==> src/rtl/spi_slave_sync.sv <==
// ============================================================================
// Module      : spi_slave_sync
// Description : SPI slave (all CPOL/CPHA modes, MSB first) that oversamples
//               sclk/csb/din on the system clock. Optional overrun flag is
//               enabled by defining SPI_SLAVE_SYNC_OVERRUN_EN.
// Revision    : 1.0 - initial release
// ============================================================================
`default_nettype none

module spi_slave_sync #(
    parameter int DATA_WIDTH = 8
) (
    input  logic                  clk,
    input  logic                  resetb,
    input  logic                  CPOL,
    input  logic                  CPHA,
    input  logic                  sclk,
    input  logic                  csb,
    input  logic                  din,
    output logic                  dout,
    input  logic [DATA_WIDTH-1:0] tx_data,
    input  logic                  tx_load,
    output logic                  tx_ready,
    output logic [DATA_WIDTH-1:0] rx_data,
    output logic                  rx_valid,
    input  logic                  rx_ack,
    output logic                  rx_overrun,
    output logic                  busy
);

    localparam int CNT_W = $clog2(DATA_WIDTH) + 1;

    typedef enum logic [1:0] {
        WAIT_HIGH = 2'd0,
        IDLE      = 2'd1,
        ACTIVE    = 2'd2
    } state_t;

    state_t r_state;
    state_t w_state_nxt;

    // [0],[1] synchronizer stages, [2] history flop for edge detection
    logic [2:0]            r_sclk_sync;
    logic [2:0]            r_csb_sync;
    logic [2:0]            r_din_sync;

    logic [DATA_WIDTH-1:0] r_hold;
    logic [DATA_WIDTH-1:0] r_tx_shift;
    logic [DATA_WIDTH-2:0] r_rx_shift;
    logic [CNT_W-1:0]      r_cnt;
    logic                  r_tx_ready;
    logic [DATA_WIDTH-1:0] r_rx_data;
    logic                  r_rx_valid;

    logic                  w_sclk_edge;
    logic                  w_lead;
    logic                  w_trail;
    logic                  w_sample;
    logic                  w_shift;
    logic                  w_csb_fall;
    logic                  w_csb_rise;
    logic                  w_active;
    logic                  w_done;
    logic                  w_word_start;
    logic [DATA_WIDTH-1:0] w_rx_word;

    always_ff @(posedge clk) begin
        if (!resetb) begin
            r_sclk_sync <= '0;
            r_csb_sync  <= '0;
            r_din_sync  <= '0;
        end else begin
            r_sclk_sync <= {r_sclk_sync[1:0], sclk};
            r_csb_sync  <= {r_csb_sync[1:0], csb};
            r_din_sync  <= {r_din_sync[1:0], din};
        end
    end

    assign w_sclk_edge = r_sclk_sync[1] ^ r_sclk_sync[2];
    assign w_lead      = w_sclk_edge && (r_sclk_sync[1] != CPOL);
    assign w_trail     = w_sclk_edge && (r_sclk_sync[1] == CPOL);
    assign w_sample    = CPHA ? w_trail : w_lead;
    // No shift before the first sample of a word: keeps the MSB on the line
    assign w_shift     = (CPHA ? w_lead : w_trail) && (r_cnt != '0);
    assign w_csb_fall  = !r_csb_sync[1] && r_csb_sync[2];
    assign w_csb_rise  = r_csb_sync[1] && !r_csb_sync[2];
    assign w_active    = (r_state == ACTIVE);
    assign w_done      = w_active && !w_csb_rise && w_sample &&
                         (r_cnt == CNT_W'(DATA_WIDTH - 1));
    assign w_word_start = ((r_state == IDLE) && w_csb_fall) || w_done;
    assign w_rx_word   = {r_rx_shift, r_din_sync[2]};

    always_ff @(posedge clk) begin
        if (!resetb) begin
            r_state <= WAIT_HIGH;
        end else begin
            r_state <= w_state_nxt;
        end
    end

    always_comb begin
        w_state_nxt = r_state;
        case (r_state)
            WAIT_HIGH: if (r_csb_sync[1]) w_state_nxt = IDLE;
            IDLE:      if (w_csb_fall)    w_state_nxt = ACTIVE;
            ACTIVE:    if (w_csb_rise)    w_state_nxt = IDLE;
            default:                      w_state_nxt = WAIT_HIGH;
        endcase
    end

    always_ff @(posedge clk) begin
        if (!resetb) begin
            r_hold     <= '0;
            r_tx_shift <= '0;
            r_rx_shift <= '0;
            r_cnt      <= '0;
            r_tx_ready <= 1'b1;
        end else if (w_word_start) begin
            r_tx_shift <= tx_load ? tx_data : r_hold;
            r_cnt      <= '0;
            r_tx_ready <= 1'b1;
            if (tx_load) begin
                r_hold <= tx_data;
            end
        end else begin
            if (tx_load) begin
                r_hold     <= tx_data;
                r_tx_ready <= 1'b0;
            end
            if (w_active && w_csb_rise) begin
                r_cnt <= '0;
            end else if (w_active) begin
                if (w_sample) begin
                    r_rx_shift <= w_rx_word[DATA_WIDTH-2:0];
                    r_cnt      <= r_cnt + CNT_W'(1);
                end
                if (w_shift) begin
                    r_tx_shift <= {r_tx_shift[DATA_WIDTH-2:0], 1'b0};
                end
            end
        end
    end

    always_ff @(posedge clk) begin
        if (!resetb) begin
            r_rx_data  <= '0;
            r_rx_valid <= 1'b0;
        end else if (w_done) begin
            r_rx_data  <= w_rx_word;
            r_rx_valid <= 1'b1;
        end else if (rx_ack) begin
            r_rx_valid <= 1'b0;
        end
    end

`ifdef SPI_SLAVE_SYNC_OVERRUN_EN
    logic r_overrun;

    always_ff @(posedge clk) begin
        if (!resetb) begin
            r_overrun <= 1'b0;
        end else if (rx_ack && r_rx_valid) begin
            r_overrun <= 1'b0;
        end else if (w_done && r_rx_valid) begin
            r_overrun <= 1'b1;
        end
    end

    assign rx_overrun = r_overrun;
`else
    assign rx_overrun = 1'b0;
`endif

    assign dout     = w_active ? r_tx_shift[DATA_WIDTH-1] : 1'b0;
    assign tx_ready = r_tx_ready;
    assign rx_data  = r_rx_data;
    assign rx_valid = r_rx_valid;
    assign busy     = w_active;

endmodule

`default_nettype wire

==> config.mk <==
export PLATFORM = sky130hd
export DESIGN_NAME = spi_slave_sync
export DESIGN_NICKNAME = d
export VERILOG_FILES = /design/src/rtl/spi_slave_sync.sv
export SDC_FILE = /design/constraint.sdc
export NUM_CORES = 1
export LEC_CHECK = 0
export CELL_PAD_IN_SITES_DETAIL_PLACEMENT = 0
export CELL_PAD_IN_SITES_GLOBAL_PLACEMENT = 1
export CORE_ASPECT_RATIO = 0.7
export CORE_MARGIN = 2
export CORE_UTILIZATION = 44
export DETAILED_ROUTE_END_ITERATION = 8
export PLACE_DENSITY = 0.93
export SETUP_SLACK_MARGIN = 0.5
export SLEW_MARGIN = 20
export SYNTH_ARGS = -nofsm -noshare
export SYNTH_HDL_FRONTEND = slang
export SYNTH_SLANG_ARGS = --single-unit
==> constraint.sdc <==
create_clock -name clk -period 3.8 [get_ports clk]
set_input_delay 0.76 -clock clk [delete_from_list [all_inputs] [get_ports clk]]
set_output_delay 0.76 -clock clk [all_outputs]
set_load 0.01 [all_outputs]
==> flow_summary_export.csv, run 1 <==
group,metric,value,unit
global_routing,grt.overflow.total,0,
die,start_util,45.35,%
yosys,synth_top_area_share,49.23,%
sta,setup_tns,0,ns
sta,period_share,64.09,%
drt,viasPerCell,4.697,
die,die_x,83.61,um
drt,dr.pass1.iters,4,
yosys,synth_fp_nets,210,
yosys,synth.avg_cell_area,10.22,um^2
clock_network,cts_hold_buf,0,
die,core,4304,um^2
power_and_ir_drop,finalPower,856.7,uW
power_and_ir_drop,p_int,675.4,uW
yosys,ys_types,34,
sta,setup_viol,0,
sta,relSlewSlack,59.75,%
worst_setup_path,start_kind,"primary input",
cells_and_area,multiInputGateArea,904.6,um^2
place,place_ws,1.056,ns
yosys,syn_inst,191,
power_and_ir_drop,powerDensity,365.9,nW/um^2
yosys,ys_seq_area_share,49.23,%
sta,layout_min_cycle_time,2.435,ns
clock_network,clk_pin_slew,0.08,ns
drt,drc,0,
sta,fin_skew,0.005089,ns
clock_network,cts_root_buf,"clkbuf_8",
global_routing,grt_pass1_wl,5602,um
yosys,synth-edff-count,0,
clock_network,postCtsSetupBuffers,0,
drt,wl_per_cell,11.50,um
power_and_ir_drop,pwr-share-comb,7.2,%
drt,vias,1287,
worst_setup_path,cp_data_required_time,3.99,ns
yosys,yosysWarnings,0,
yosys,synth_most_common_cell,"dfxtp_1",
sta,max_freq,0.4106,GHz
yosys,synth.area.top_cells,"dfxtp_1 49%, mux2i_1 12%, nor2b_1 6.4%",
power_and_ir_drop,p_leak,0.0009497,uW
cells_and_area,drive_above_1_share,7.306,%
cells_and_area,final_util,54.39,%
die,io_pins,30,
sta,worst_pin_slew,0.6037,ns
worst_setup_path,endpoint_kind,"register",
yosys,syn_area,1952,um^2
yosys,async_reset_ff_share,0,%
place,hpwl,2272,um
clock_network,cts_max_level,2,
power_and_ir_drop,seqPwrFrac,60.4,%
drt,wirelength,3150,um
global_routing,grt_pass1_vias,1200,
power_and_ir_drop,switching_share,21.16,%
clock_network,worstSkewPairLatency,0.29,ns
outcome,status,"finished clean",
yosys,synth_top_cell_by_area,"dfxtp_1",
cells_and_area,area_growth,19.94,%
place,gp_congestion,0.7594,
drt,drt_iter0_drc,55,
sta,drv_slew,0,
place,io_buffer_count,28,
yosys,synthFlopType,"dfxtp_1",
sta,fin_ws,1.365,ns
cells_and_area,diodes,0,
die,num_rows,20,
sta,rsz0062_at_grt,"no",
global_routing,grtUsageTotal,14.53,%
yosys,ys_ff_latch,48,
flow_run,drv_cap,0,
power_and_ir_drop,p_sw,181.3,uW
global_routing,antenna_found_initial,0,
min_path,min_path_type,"reg2reg",
cells_and_area,fin_nets,238,
clock_network,numClockSinks,48,
power_and_ir_drop,irDropWorstVdd,0.0002042,V
clock_network,clock_path_buffers,2,
power_and_ir_drop,pwr-share-clk,32.4,%
worst_setup_path,criticalPathCategory,"in2reg",
die,dieArea,4993,um^2
die,die_y,59.73,um
global_routing,grt_start_max_net_pins,19,
worst_setup_path,cp.arrival,2.63,ns
cells_and_area,fillers,409,
cells_and_area,area.sequential,960.9,um^2
clock_network,cts_resized,0,
worst_setup_path,crit_fanout,8,
drt,ant_nets,0,
yosys,synthTopCellsByCount,"48 x dfxtp_1, 24 x mux2i_1, 20 x nor2b_1",
clock_network,cts-buffers-inserted,5,
sta,hold_violations,0,
clock_network,cts_tree,"done",
[path summary, 6_finish.rpt]
| check | depth (start not counted) | slack, ns | start | endpoint |
|---|---|---|---|---|
| max reg2reg | 6 | 2.02 | r_cnt[0]$_SDFFE_PP0P_ | r_tx_shift[7]$_SDFFE_PN0P_ |
| max | 6 | 1.36 | CPOL | r_rx_shift[2]$_SDFFE_PN0P_ |
| min | 1 | 0.43 | r_sclk_sync[0]$_SDFF_PN0_ | r_sclk_sync[1]$_SDFF_PN0_ |
| min reg2reg | 1 | 0.43 | r_sclk_sync[0]$_SDFF_PN0_ | r_sclk_sync[1]$_SDFF_PN0_ |
[state kept, by name, summed over array words and instances (netlist names)]
name,count
tx_ready,1
r_csb_sync,3
r_rx_shift,7
r_sclk_sync,3
rx_data,8
r_din_sync,3
r_tx_shift,8
rx_valid,1
r_state,2
r_hold,8
r_cnt,4
[power groups by stage]
stage          Clock (uW)  Sequential [uW]  Combinational, uW
6_report              278              517               61.7
3_3_place_gp            0              529               61.2
4_1_cts               293              517               62.5
3_5_place_dp            0              529               62.1
5_1_grt               318              519               68.5
2_1_floorplan           0              529               37.7
[metrics by stage]
step,hold WS (ns),cell area (um^2),instances
5_1_grt,0.4561,2341,274
6_report,0.4345,2341,274
4_1_cts,0.4390,2341,274
2_1_floorplan,0.4119,1952,191
3_5_place_dp,0.4196,2263,267
3_3_place_gp,0.4151,2263,267
[layout by cell type, fill, tap and decap left out, drive strengths merged]
| cell | count |
|---|---|
| a21boi | 1 |
| a21oi | 9 |
| and2 | 16 |
| and3 | 2 |
| buf | 2 |
| clkbuf | 6 |
| clkdlybuf4s50 | 28 |
| clkinv | 1 |
| conb | 1 |
| dfxtp | 48 |
| ha | 2 |
| inv | 9 |
| mux2 | 4 |
| mux2i | 25 |
| nand2 | 6 |
| nand2b | 6 |
| nand3 | 5 |
| nand3b | 1 |
| nand4 | 1 |
| nor2 | 6 |
| nor2b | 20 |
| nor3 | 1 |
| nor4 | 1 |
| o211ai | 1 |
| o21a | 1 |
| o21ai | 4 |
| o22ai | 3 |
| o2bb2ai | 4 |
| or4 | 1 |
| xnor2 | 2 |
| xor2 | 2 |
[per-layer routing]
layer | track usage, % | vias up | routed length, um
li1 | - | 692 | -
met1 | 19.67 | 567 | 1714
met2 | 21.49 | 26 | 1253
met3 | 6.077 | 2 | 171
met4 | 4.147 | 0 | 10
met5 | 0 | - | 0
[final cells by class]
class	instances	share of cell area [%]
clock inverter	1	0.2138
timing repair buffer	30	12.61
multi-input combinational	125	38.64
clock buffer	6	3.100
sequential	48	41.05
tap	55	2.940
inverter	9	1.443
[logic make-up after synthesis]
family / synth area share [%]
buffers and inverters: 4.423
flip-flops: 49.23
other: 0.1921
XOR/XNOR: 2.180
multiplexers: 15.77
adder cells (fa/ha/maj): 1.282
AND/OR/NAND/NOR: 19.49
AO/OA/AOI/OAI: 7.436
[worst max-delay path, cell delays in order]
cell	delay (ns)
clkdlybuf4s50_1	0.44
xnor2_2	0.27
mux2i_4	0.39
and3_1	0.47
mux2i_1	0.23
nor2b_1	0.06
Power figures use the tool's default switching activity.
==> run 2: changes to the inputs <==
Settings changed: CORE_UTILIZATION 44 to 37, PLACE_DENSITY 0.93 to 0.84.
Clock period 3.8 ns to 2.2 ns, I/O delays scaled along.
==> run 2 against run 1 <==
- first-iteration DRC count rose by 7.3%
- final area rose by 7.6%
- power rose by 75%
- cell count rose by 11%
- clock-buffer cell count did not move
- die area rose by 18%
- critical path depth rose by 2
- global-route usage fell by 2.1 points
- worst hold slack improved by 0.0086 ns
- clock power rose by 73%
- critical endpoint is now r_cnt[0]$_SDFFE_PP0P_
- highest routed layer unchanged
==> flow_summary_export.csv, run 2 (synthesis results as in run 1) <==
group,metric,value,unit
outcome,status,"finished clean",
sta,period_share,73.98,%
sta,fin_hold_ws,0.4431,ns
drt,viasPerCell,4.538,
drt,dr.pass1.iters,4,
clock_network,cts_root_buf,"clkbuf_8",
global_routing,grt_pass1_vias,1329,
die,core,5175,um^2
clock_network,clock_path_buffers,2,
place,gp_congestion,0.7898,
cells_and_area,fin_nets,250,
cells_and_area,area_growth,29.10,%
die,dieArea,5882,um^2
die,io_pins,30,
worst_setup_path,cp.arrival,1.82,ns
drt,drt_iter0_drc,59,
clock_network,cts_tree,"done",
clock_network,cts_max_level,2,
flow_run,drv_cap,0,
worst_setup_path,start_kind,"primary input",
worst_setup_path,crit_fanout,4,
drt,ant_nets,0,
worst_setup_path,cp_data_required_time,2.39,ns
drt,drc,0,
min_path,min_path_cells,1,
worst_setup_path,r2r_cells,7,
worst_setup_path,criticalPathCategory,"in2reg",
drt,wl_per_cell,11.33,um
power_and_ir_drop,p_leak,0.001055,uW
cells_and_area,diodes,0,
die,die_x,90.81,um
die,die_y,64.77,um
cells_and_area,mostFrequentLayoutCells,"45 x dfxtp_1, 24 x mux2i_1, 24 x clkdlybuf4s50_1",
sta,drv_slew,0,
sta,layout_min_cycle_time,1.628,ns
sta,setup_tns,0,ns
sta,hold_violations,0,
power_and_ir_drop,powerDensity,594.9,nW/um^2
global_routing,grt.overflow.total,0,
min_path,min_path_type,"reg2reg",
sta,setup_viol,0,
global_routing,grt_start_max_net_pins,24,
global_routing,antenna_found_initial,0,
drt,wirelength,3432,um
sta,fin_skew,0.004174,ns
cells_and_area,final_common_cell,"dfxtp_1",
cells_and_area,drive_above_1_share,16.45,%
sta,rsz0062_at_grt,"no",
power_and_ir_drop,irDropWorstVdd,0.0003758,V
place,io_buffer_count,28,
die,num_rows,22,
place,hpwl,2442,um
drt,vias,1375,
die,start_util,37.72,%
clock_network,cts-buffers-inserted,5,
clock_network,numClockSinks,48,
cells_and_area,fillers,514,
clock_network,clk_pin_slew,0.08,ns
global_routing,grt_pass1_wl,5892,um
clock_network,worstSkewPairLatency,0.29,ns
sta,max_freq,0.6144,GHz
global_routing,grtUsageTotal,12.45,%
worst_setup_path,endpoint_kind,"register",
==> run 2: cell types whose count changed in the layout (fill, tap and decap cells not counted), sizes merged <==
| cell | change |
|---|---|
| dlygate4sd2 | +3 |
| clkdlybuf4s50 | -4 |
| buf | +12 |
| clkbuf | +1 |
==> run 2: critical path, cell delays in order <==
cell	delay, ns
dlygate4sd2_1	0.28
xnor2_4	0.21
mux2i_4	0.27
buf_4	0.17
a21oi_1	0.06
o211ai_1	0.17
buf_4	0.16
nor2_1	0.04
==> run 2: cell type report <==
type | count | area (um^2) | share of cell area (%)
inverter | 9 | 33.78 | 1.341
clock buffer | 6 | 72.57 | 2.880
clock inverter | 1 | 5.005 | 0.1986
tap | 72 | 90.09 | 3.575
timing repair buffer | 42 | 401.6 | 15.94
multi-input combinational | 125 | 952.2 | 37.79
sequential | 48 | 964.7 | 38.28
==> run 2: per-stage QoR <==
| step | cells | power [uW] | setup slack, ns | instance area (um^2) | util (%) |
|---|---|---|---|---|---|
| floorplan | 191 | 980.6 | 0.5593 | 1963 | - |
| global placement | 293 | 1034 | 0.03635 | 2389 | 46.16 |
| detailed placement | 293 | 1037 | 0.001373 | 2389 | 46.16 |
| CTS | 301 | 1520 | 0.4817 | 2497 | 48.26 |
| global route | 303 | 1575 | 0.5040 | 2520 | 48.69 |
| finish | 303 | 1499 | 0.5724 | 2520 | 48.69 |
==> run 2: layer usage <==
layer / vias up / track usage, % / routed length (um)
li1: 718 / - / -
met1: 619 / 17.12 / 1801
met2: 34 / 18.56 / 1418
met3: 4 / 4.070 / 179
met4: 0 / 3.977 / 32
met5: - / 0 / 0
==> run 2: timing repair <==
action / in CTS / in global routing
endpoints found under the setup margin: 30 / 14
buffers inserted: 1 / 2
resized for setup: 11 / 6
pin swaps: 1 / 1
hold buffers: 0 / 0
==> run 2: where the power goes <==
group,switching (uW),total (uW),internal [uW]
Combinational,48.7,122,73.7
Sequential,7.30,895,887
Clock,266,482,216
Total,322,1500,1180
==> run 2: path summary, 6_finish.rpt <==
kind / end / slack [ns] / from
setup / recovery: r_cnt[0]$_SDFFE_PP0P_ / 0.57 / CPHA
hold / removal: r_csb_sync[1]$_SDFF_PN0_ / 0.44 / r_csb_sync[0]$_SDFF_PN0_
setup reg to reg: rx_data[1]$_SDFFE_PN0P_ / 0.63 / r_cnt[0]$_SDFFE_PP0P_
hold reg to reg: r_csb_sync[1]$_SDFF_PN0_ / 0.44 / r_csb_sync[0]$_SDFF_PN0_
